$ cat src/rtl/perf_monitor.sv
// perf_monitor: N-core cycle/retire/branch counters plus MMIO console and finish sniffer.
// Ports: per-core pipeline events and dbus snoop in; registered counter read port; console FIFO out; done/fini/timeout/overflow flags.
module perf_monitor #(
  parameter int          NCORES     = 4,
  parameter int          CNT_W      = 64,
  parameter int          FIFO_DEPTH = 16,
  parameter bit          FINI_ALL   = 1'b1,
  parameter logic [31:0] FINI_CODE  = 32'h0002_0000,
  parameter int          TIMEOUT    = 0,
  localparam int         CW = (NCORES > 1) ? $clog2(NCORES) : 1
) (
  input  logic                 clk_i,
  input  logic                 rst_i,
  input  logic [NCORES-1:0]    exma_v_i,
  input  logic [NCORES-1:0]    stall_i,
  input  logic [NCORES-1:0]    stall_imem_i,
  input  logic [NCORES-1:0]    ctrl_tsfr_i,
  input  logic [NCORES-1:0]    br_misp_i,
  input  logic [NCORES-1:0]    dbus_wv_i,
  input  logic [32*NCORES-1:0] dbus_addr_i,
  input  logic [32*NCORES-1:0] dbus_wdata_i,
  input  logic                 rd_en_i,
  input  logic [CW-1:0]        rd_core_i,
  input  logic [1:0]           rd_ctr_i,
  output logic [CNT_W-1:0]     rd_data_o,
  output logic                 rd_vld_o,
  output logic                 char_vld_o,
  output logic [7:0]           char_o,
  output logic [CW-1:0]        char_core_o,
  input  logic                 char_rdy_i,
  output logic [NCORES-1:0]    done_o,
  output logic                 fini_o,
  output logic                 timeout_o,
  output logic                 overflow_o
);

  localparam int AW = $clog2(FIFO_DEPTH);
  localparam int EW = CW + 8;

  logic [CNT_W-1:0] mcycle;
  logic [CNT_W-1:0] minstret [NCORES];
  logic [CNT_W-1:0] br_pred  [NCORES];
  logic [CNT_W-1:0] br_misp  [NCORES];

  logic [NCORES-1:0] slot_v;
  logic [7:0]        slot_d [NCORES];
  logic [CW-1:0]     rr_ptr;

  logic [EW-1:0] mem [FIFO_DEPTH];
  logic [AW:0]   wp;
  logic [AW:0]   rp;

  logic [NCORES-1:0] cnt_en;
  logic [NCORES-1:0] mmio;
  logic [NCORES-1:0] fin_w;
  logic [NCORES-1:0] chr_w;
  logic [NCORES-1:0] drain;
  logic              win_v;
  logic [CW-1:0]     win;
  logic              full;
  logic              empty;
  logic              push;
  logic              pop;
  logic              fini_c;
  logic [CNT_W-1:0]  rd_sel;
  logic              addr_unused;

  // Only bit 31 of the address decodes MMIO space.
  assign addr_unused = ^dbus_addr_i;

  function automatic logic [CW-1:0] rr_idx(
    input logic [CW-1:0] base,
    input int            off
  );
    int s;
    s = int'(base) + off;
    if (s >= NCORES) s = s - NCORES;
    return CW'(s);
  endfunction

  always_comb begin
    cnt_en = '0;
    mmio   = '0;
    fin_w  = '0;
    chr_w  = '0;
    for (int c = 0; c < NCORES; c++) begin
      cnt_en[c] = !fini_o && !done_o[c] && !stall_imem_i[c];
      mmio[c]   = dbus_wv_i[c] && dbus_addr_i[32*c+31]
                  && !done_o[c] && !fini_o;
      fin_w[c]  = mmio[c]
                  && (dbus_wdata_i[32*c +: 32] == FINI_CODE);
      chr_w[c]  = mmio[c] && !fin_w[c];
    end
  end

  // Round-robin: first full slot at or after rr_ptr.
  always_comb begin
    win_v = 1'b0;
    win   = '0;
    for (int i = 0; i < NCORES; i++) begin
      if (!win_v && slot_v[rr_idx(rr_ptr, i)]) begin
        win_v = 1'b1;
        win   = rr_idx(rr_ptr, i);
      end
    end
  end

  assign empty = (wp == rp);
  assign full  = (wp[AW] != rp[AW])
                 && (wp[AW-1:0] == rp[AW-1:0]);
  assign pop   = !empty && char_rdy_i;
  assign push  = win_v && (!full || pop);

  always_comb begin
    drain = '0;
    if (push) drain[win] = 1'b1;
  end

  assign char_vld_o = !empty;
  assign {char_core_o, char_o} = empty ? '0 : mem[rp[AW-1:0]];

  assign fini_c = FINI_ALL ? (&done_o) : (|done_o);

  always_ff @(posedge clk_i) begin
    if (rst_i) begin
      mcycle    <= '0;
      timeout_o <= 1'b0;
      fini_o    <= 1'b0;
      done_o    <= '0;
      for (int c = 0; c < NCORES; c++) begin
        minstret[c] <= '0;
        br_pred[c]  <= '0;
        br_misp[c]  <= '0;
      end
    end else begin
      if (!fini_o) mcycle <= mcycle + CNT_W'(1);
      if (TIMEOUT != 0 && mcycle == CNT_W'(TIMEOUT - 1))
        timeout_o <= 1'b1;
      fini_o <= fini_o | fini_c;
      done_o <= done_o | fin_w;
      for (int c = 0; c < NCORES; c++) begin
        if (cnt_en[c] && exma_v_i[c]) begin
          if (!stall_i[c])
            minstret[c] <= minstret[c] + CNT_W'(1);
          if (ctrl_tsfr_i[c])
            br_pred[c] <= br_pred[c] + CNT_W'(1);
          if (ctrl_tsfr_i[c] && br_misp_i[c])
            br_misp[c] <= br_misp[c] + CNT_W'(1);
        end
      end
    end
  end

  // A slot drained this edge may refill from the same-cycle write.
  always_ff @(posedge clk_i) begin
    if (rst_i) begin
      slot_v     <= '0;
      rr_ptr     <= '0;
      overflow_o <= 1'b0;
      for (int c = 0; c < NCORES; c++) slot_d[c] <= '0;
    end else begin
      if (push)
        rr_ptr <= (int'(win) == NCORES - 1) ? '0 : win + CW'(1);
      for (int c = 0; c < NCORES; c++) begin
        if (chr_w[c] && (!slot_v[c] || drain[c])) begin
          slot_v[c] <= 1'b1;
          slot_d[c] <= dbus_wdata_i[32*c +: 8];
        end else begin
          if (drain[c]) slot_v[c] <= 1'b0;
          if (chr_w[c]) overflow_o <= 1'b1;
        end
      end
    end
  end

  always_ff @(posedge clk_i) begin
    if (push) mem[wp[AW-1:0]] <= {win, slot_d[win]};
  end

  always_ff @(posedge clk_i) begin
    if (rst_i) begin
      wp <= '0;
      rp <= '0;
    end else begin
      if (push) wp <= wp + (AW+1)'(1);
      if (pop)  rp <= rp + (AW+1)'(1);
    end
  end

  always_comb begin
    rd_sel = '0;
    if (int'(rd_core_i) < NCORES) begin
      case (rd_ctr_i)
        2'd0:    rd_sel = mcycle;
        2'd1:    rd_sel = minstret[rd_core_i];
        2'd2:    rd_sel = br_pred[rd_core_i];
        default: rd_sel = br_misp[rd_core_i];
      endcase
    end
  end

  always_ff @(posedge clk_i) begin
    if (rst_i) begin
      rd_vld_o  <= 1'b0;
      rd_data_o <= '0;
    end else begin
      rd_vld_o <= rd_en_i;
      if (rd_en_i) rd_data_o <= rd_sel;
    end
  end

endmodule

$ cat config.mk
export PLATFORM = sky130hd
export DESIGN_NAME = perf_monitor
export DESIGN_NICKNAME = d
export VERILOG_FILES = /design/src/rtl/perf_monitor.sv
export SDC_FILE = /design/constraint.sdc
export NUM_CORES = 2
export LEC_CHECK = 0
export CAP_MARGIN = 20
export CORE_MARGIN = 2
export CORE_UTILIZATION = 50
export DETAILED_ROUTE_END_ITERATION = 12
export HOLD_SLACK_MARGIN = 0.08
export PLACE_DENSITY = 0.69
export SLEW_MARGIN = 20
export SYNTH_ARGS = -nofsm -noshare
export SYNTH_HDL_FRONTEND = slang
export SYNTH_SLANG_ARGS = --single-unit
$ cat constraint.sdc
create_clock -name clk_i -period 6 [get_ports clk_i]
set_input_delay 1.2 -clock clk_i [delete_from_list [all_inputs] [get_ports clk_i]]
set_output_delay 1.2 -clock clk_i [all_outputs]
set_load 0.02 [all_outputs]
# ---- Word-level counts from Yosys, hierarchy flattened
# Memories as Yosys holds them, arrays and structs flattened. A register that Yosys moved wholly into a read port is not among the register bits.
# Index checks and enable logic that the tools add are counted.
dict set report word_totals {
  regBits 151
  ram_bits 960
  in_bits 288
  out_inout_bits 83
  wordCells 283
  n_memories 5
}
# name depth word_bits rd rd_ports_with_merged_regs wr line_no
set mem_list {}
lappend mem_list {br_misp 4 64 5 0 4 43} ;# logic [CNT_W-1:0] br_misp [NCORES];
lappend mem_list {br_pred 4 64 5 0 4 42} ;# logic [CNT_W-1:0] br_pred [NCORES];
lappend mem_list {minstret 4 64 5 0 4 41} ;# logic [CNT_W-1:0] minstret [NCORES];
lappend mem_list {mem 16 10 1 1 1 49} ;# logic [EW-1:0] mem [FIFO_DEPTH];
lappend mem_list {slot_d 4 8 1 0 4 46} ;# logic [7:0] slot_d [NCORES];
dict set report classes {
  addsub 23
  order_cmp 10
  n_eq_ne 10
  muxes 124
  bitwise 18
  n_reduce_logical 80
}
# op count
set op_table {}
lappend op_table {{$add 64x1->64 const B} 13}
lappend op_table {{$mux 64} 12}
lappend op_table {{$pmux 64 s3} 1}
lappend op_table {{$eq 32x18->1 const B} 4}
lappend op_table {{$mux 1} 89}
lappend op_table {{$logic_and 1x1->1} 47}
lappend op_table {{$mux 8} 4}
lappend op_table {{$logic_not 1->1} 22}
lappend op_table {{$mux 2} 9}
lappend op_table {{$or 1x1->1} 17}
lappend op_table {{$lt 2x3->1 const B} 5}
lappend op_table {{$mux 4} 3}
lappend op_table {{$add 5x1->5 const B} 2}
lappend op_table {{$mux 10} 1}
lappend op_table {{$ge 3x3->1 const B} 3}
lappend op_table {{$bmux 1 s2} 4}
lappend op_table {{$reduce_bool 2->1} 4}
lappend op_table {{$sub 2x1->2 const B} 4}
lappend op_table {{$add 2x2->3 const B} 2}
lappend op_table {{$eq 5x5->1} 1}
lappend op_table {{$logic_or 1x1->1} 5}
lappend op_table {{$eq 2x1->1 const B} 2}
lappend op_table {{$eq 4x4->1} 1}
lappend op_table {{$or 4x4->4} 1}
lappend op_table {{9 further kinds} 9}

# ---- Logic depth before layout (Yosys ltp)
dict set report depth {
  word_depth 28
  depth_mapped 11
  mapped_depth_nobuf 9
}

# ---- Least setup slack after synthesis
# Ideal clock, no wire load.
dict set report synth_path {
  kind {input to register}
  startpoint {in rst_i}
  endpoint {mem br_pred[0][0], enable pin}
  setup_ps 688
  t_arrival_ps 2900
  required_ps 5312
  path_slack_ps 2412
  cell_stages 4
  path_buffers 2
  path_cell_list {inv_2 clkbuf_1 clkbuf_1 nand2_1}
}
# item line_no
set synth_rtl {}
lappend synth_rtl {{start: declaration} 13} ;# input logic rst_i,
lappend synth_rtl {{end: declaration} 42}

# ---- Worst setup path in the final report
dict set report layout_path {
  startpoint {reg wp[3]}
  endpoint {out char_o[3]}
}
dict set report layout_via {
  elab_chain_cells 2
}
# item line_no
set layout_rtl {}
lappend layout_rtl {{start: declaration} 50} ;# logic [AW:0] wp;
lappend layout_rtl {{start signal: assignment} 185} ;# if (push) wp <= wp + (AW+1)'(1);
lappend layout_rtl {{$eq 5x5->1} 108} ;# assign empty = (wp == rp);
lappend layout_rtl {{$mux 10} 120} ;# assign {char_core_o, char_o} = empty ? '0 : mem[rp[AW-1:0]];
lappend layout_rtl {{end: declaration} 28} ;# output logic [7:0] char_o,
# Every way passes these cells.

==> run_results.csv <==
group,metric,value,unit
logic_synthesis,syn_area,62300,um^2
power,peakVddDrop,0.266,mV
clock_tree,cts_buffer_depth,3,
logic_synthesis,synthTopCellsByArea,"edfxtp_1, mux4_2, xor2_1",
logic_synthesis,yosysMostFrequentCell,"edfxtp_1",
floorplan,die_w,357,um
floorplan,rows,129,
place,dpl.hpwl,140000,um
floorplan,start_util,0.504,
flow_run,maxCapViolCount,0,
clock_tree,clkTransAtPathRegs,0.06,ns
timing,slew_viol_final,0,
global_route,grt_max_degree,89,
timing,layout_min_cycle_time,4.79,ns
logic_synthesis,synth_edf_count,960,
clock_tree,post_cts_resized,0,
critical_path,crit_type,"reg -> out",
timing,slew_headroom,0.132,
min_path,hold_class,"reg -> reg",
timing,rsz0062_at_grt,"no",
global_route,grt_pass1_vias,44000,
finish,syn_to_final_growth,13.4,%
critical_path,reg2reg_slack,2.29,ns
clock_tree,worstSkewPairLatency,0.77,ns
clock_tree,post_cts_buffers,0,
finish,nFillCells,10300,
routing,wl_per_cell,25.0,um
logic_synthesis,ys.flop_type,"edfxtp_1",
place,finalWeightedCongestion,0.956,
power,total_power,19100,uW
clock_tree,htree_levels,3,
floorplan,die_h,357,um
logic_synthesis,syn-num-nets,5974,
clock_tree,hold_buffers,0,
finish,multi_input_area,29000,um^2
routing,vias,47700,
finish,drive_above_1_share,0.0970,
global_route,grtUsageTotal,0.292,
logic_synthesis,yosysUniqueCellTypes,71,
floorplan,num_io_pins,371,
outcome,outcome,"finished, final reports clean",
clock_tree,cts_sinks,1115,
logic_synthesis,syn-instance-count,5664,
global_route,grt_pass1_wl,279000,um
logic_synthesis,yosysTopAreaCell,"edfxtp_1",
critical_path,crit_required,4.80,ns
place,io_buffers,245,
critical_path,r2r_start,"br_misp[0][31]$_SDFFCE_PN0P_",
critical_path,crit_path_max_fanout,11,
critical_path,startpoint_type,"register",
timing,period_share,0.799,
timing,finClkSkew,0.0605,ns
logic_synthesis,synth_common_cells,"edfxtp_1, nor2_1, xor2_1",
critical_path,critPathCaptureType,"primary output",
power,power_density,271,nW/um^2
clock_tree,cts-root-buf,"clkbuf_16",
logic_synthesis,yosysWarnings,0,
power,leakage,0.0227,uW
logic_synthesis,netlist.area_leader.share,0.463,
critical_path,worstPathArrival,3.59,ns
critical_path,timing.rr.end,"br_misp[0][62]$_SDFFCE_PN0P_",
timing,fmax,209,MHz
clock_tree,cts_buffers,120,
critical_path,reg2reg_depth,6,
global_route,gr-total-overflow,0,
logic_synthesis,ys_seq_area_frac,0.513,
routing,first_pass_iters,6,
timing,tns,0,ns
min_path,hold_depth,2,
routing,vias_per_cell,6.28,
critical_path,cp-startpoint,"wp[3]$_SDFFE_PP0P_",
logic_synthesis,async_reset_ff_frac,0,
global_route,antenna_found_initial,11,
timing,tightestPinTransition,1.29,ns
routing,ant_nets,0,
routing,wirelength,190000,um
logic_synthesis,synth.avg_cell_area,11.0,um^2
timing,setup_viol,0,
routing,drt_iter0_drc,7003,
routing,drc,0,
clock_tree,cts_tree,"yes",
logic_synthesis,ys_ff_latch,1115,
finish,regArea,31900,um^2
timing,finalHoldViolations,0,
floorplan,core_area,124000,um^2
finish,fin_nets,6153,
critical_path,crit_end,"char_o[3]",
floorplan,dieArea,127000,um^2
## per-layer routing
metal	routed length [um]	up-vias	track usage
li1	-	21400	-
met1	73700	23400	0.408
met2	85300	2587	0.452
met3	24100	287	0.0640
met4	6580	2	0.105
met5	13	-	0
## registers in the layout, indices dropped and copies added, names as in the netlist, named ones only
register    cells
br_misp       256
br_pred       256
minstret      256
mem           160
mcycle         64
rd_data_o      64
slot_d         32
rp              5
wp              5
done_o          4
slot_v          4
rr_ptr          2
fini_o          1
overflow_o      1
rd_vld_o        1
## through the flow
stage	hold slack, ns	std cells	util	setup WS (ns)	instance area [um^2]
after floorplan	0.467	5664	-	2.41	62300
after global placement	0.459	7357	0.538	1.66	66600
after detailed placement	0.466	7357	0.538	1.70	66600
after CTS	0.473	7585	0.571	1.11	70600
after global routing	0.491	7588	0.571	0.972	70600
final	0.471	7589	0.571	1.21	70600
## worst max-delay path: stages, from the launching register on
cell,delay [ns]
dfxtp_1,0.60
xor2_1,0.14
nor4_1,0.82
and2_1,0.52
a211oi_1,0.15
clkdlybuf4s50_1,0.60
## layout by cell type, fill, tap and decap left out, drive strengths merged, types with 17 or more instances in the layout
| cell type | count |
|---|---|
| nand2 | 318 |
| ha | 22 |
| o21ai | 121 |
| nor3 | 154 |
| clkdlybuf4s50 | 239 |
| mux4 | 207 |
| dfxtp | 155 |
| mux2 | 17 |
| or4 | 19 |
| o211ai | 28 |
| xor2 | 395 |
| nand3 | 346 |
| clkbuf | 170 |
| or3 | 105 |
| o22ai | 20 |
| and3 | 122 |
| nand2b | 38 |
| and4 | 99 |
| nor2b | 26 |
| inv | 110 |
| buf | 100 |
| a22oi | 18 |
| a21oi | 153 |
| clkinv | 46 |
| nor2 | 865 |
| and2 | 85 |
| nor4 | 146 |
| a211oi | 26 |
| nand4 | 248 |
| xnor2 | 317 |
| edfxtp | 960 |
| mux2i | 171 |
## worst min-delay path by stage
stage	startpoint	endpoint	slack (ns)
2_1_floorplan	mcycle[29]$_SDFFE_PP0N_	mcycle[29]$_SDFFE_PP0N_	0.47
3_3_place_gp	rd_data_o[62]$_SDFFE_PP0P_	rd_data_o[62]$_SDFFE_PP0P_	0.46
3_5_place_dp	rd_data_o[35]$_SDFFE_PP0P_	rd_data_o[35]$_SDFFE_PP0P_	0.47
4_1_cts	rd_data_o[35]$_SDFFE_PP0P_	rd_data_o[35]$_SDFFE_PP0P_	0.47
5_1_grt	rd_data_o[35]$_SDFFE_PP0P_	rd_data_o[35]$_SDFFE_PP0P_	0.49
6_report	rd_data_o[35]$_SDFFE_PP0P_	rd_data_o[35]$_SDFFE_PP0P_	0.47
## final cells by class
type | instances | area share
Sequential cell | 1115 | 0.452
Multi-Input combinational cell | 4161 | 0.411
Clock buffer | 170 | 0.0486
Timing Repair Buffer | 339 | 0.0457
Tap cell | 1637 | 0.0290
Clock inverter | 58 | 0.00817
Inverter | 106 | 0.00563
Antenna cell | 3 | 0.000106
## report_power, final
part           switching, uW  total (uW)  internal, uW
clock network           3270        7570          4300
logic                   1240        2220           978
registers                500        9350          8850
total                   5010       19100         14100
## logic make-up (layout without fill, tap and decap cells)
family                     Yosys count  in the layout  share of synthesized area
AOI/OAI and AO/OA                  420            420                     0.0400
xor gates and xnor gates           712            712                      0.100
adders and majority gates           22             22                    0.00442
buffers and inverters              388            673                     0.0242
DFF                               1115           1115                      0.513
muxes                              395            395                      0.106
other                                1              4                  0.0000602
and+or+nand+nor                   2611           2611                      0.213
(Power assumes the default switching activity.)
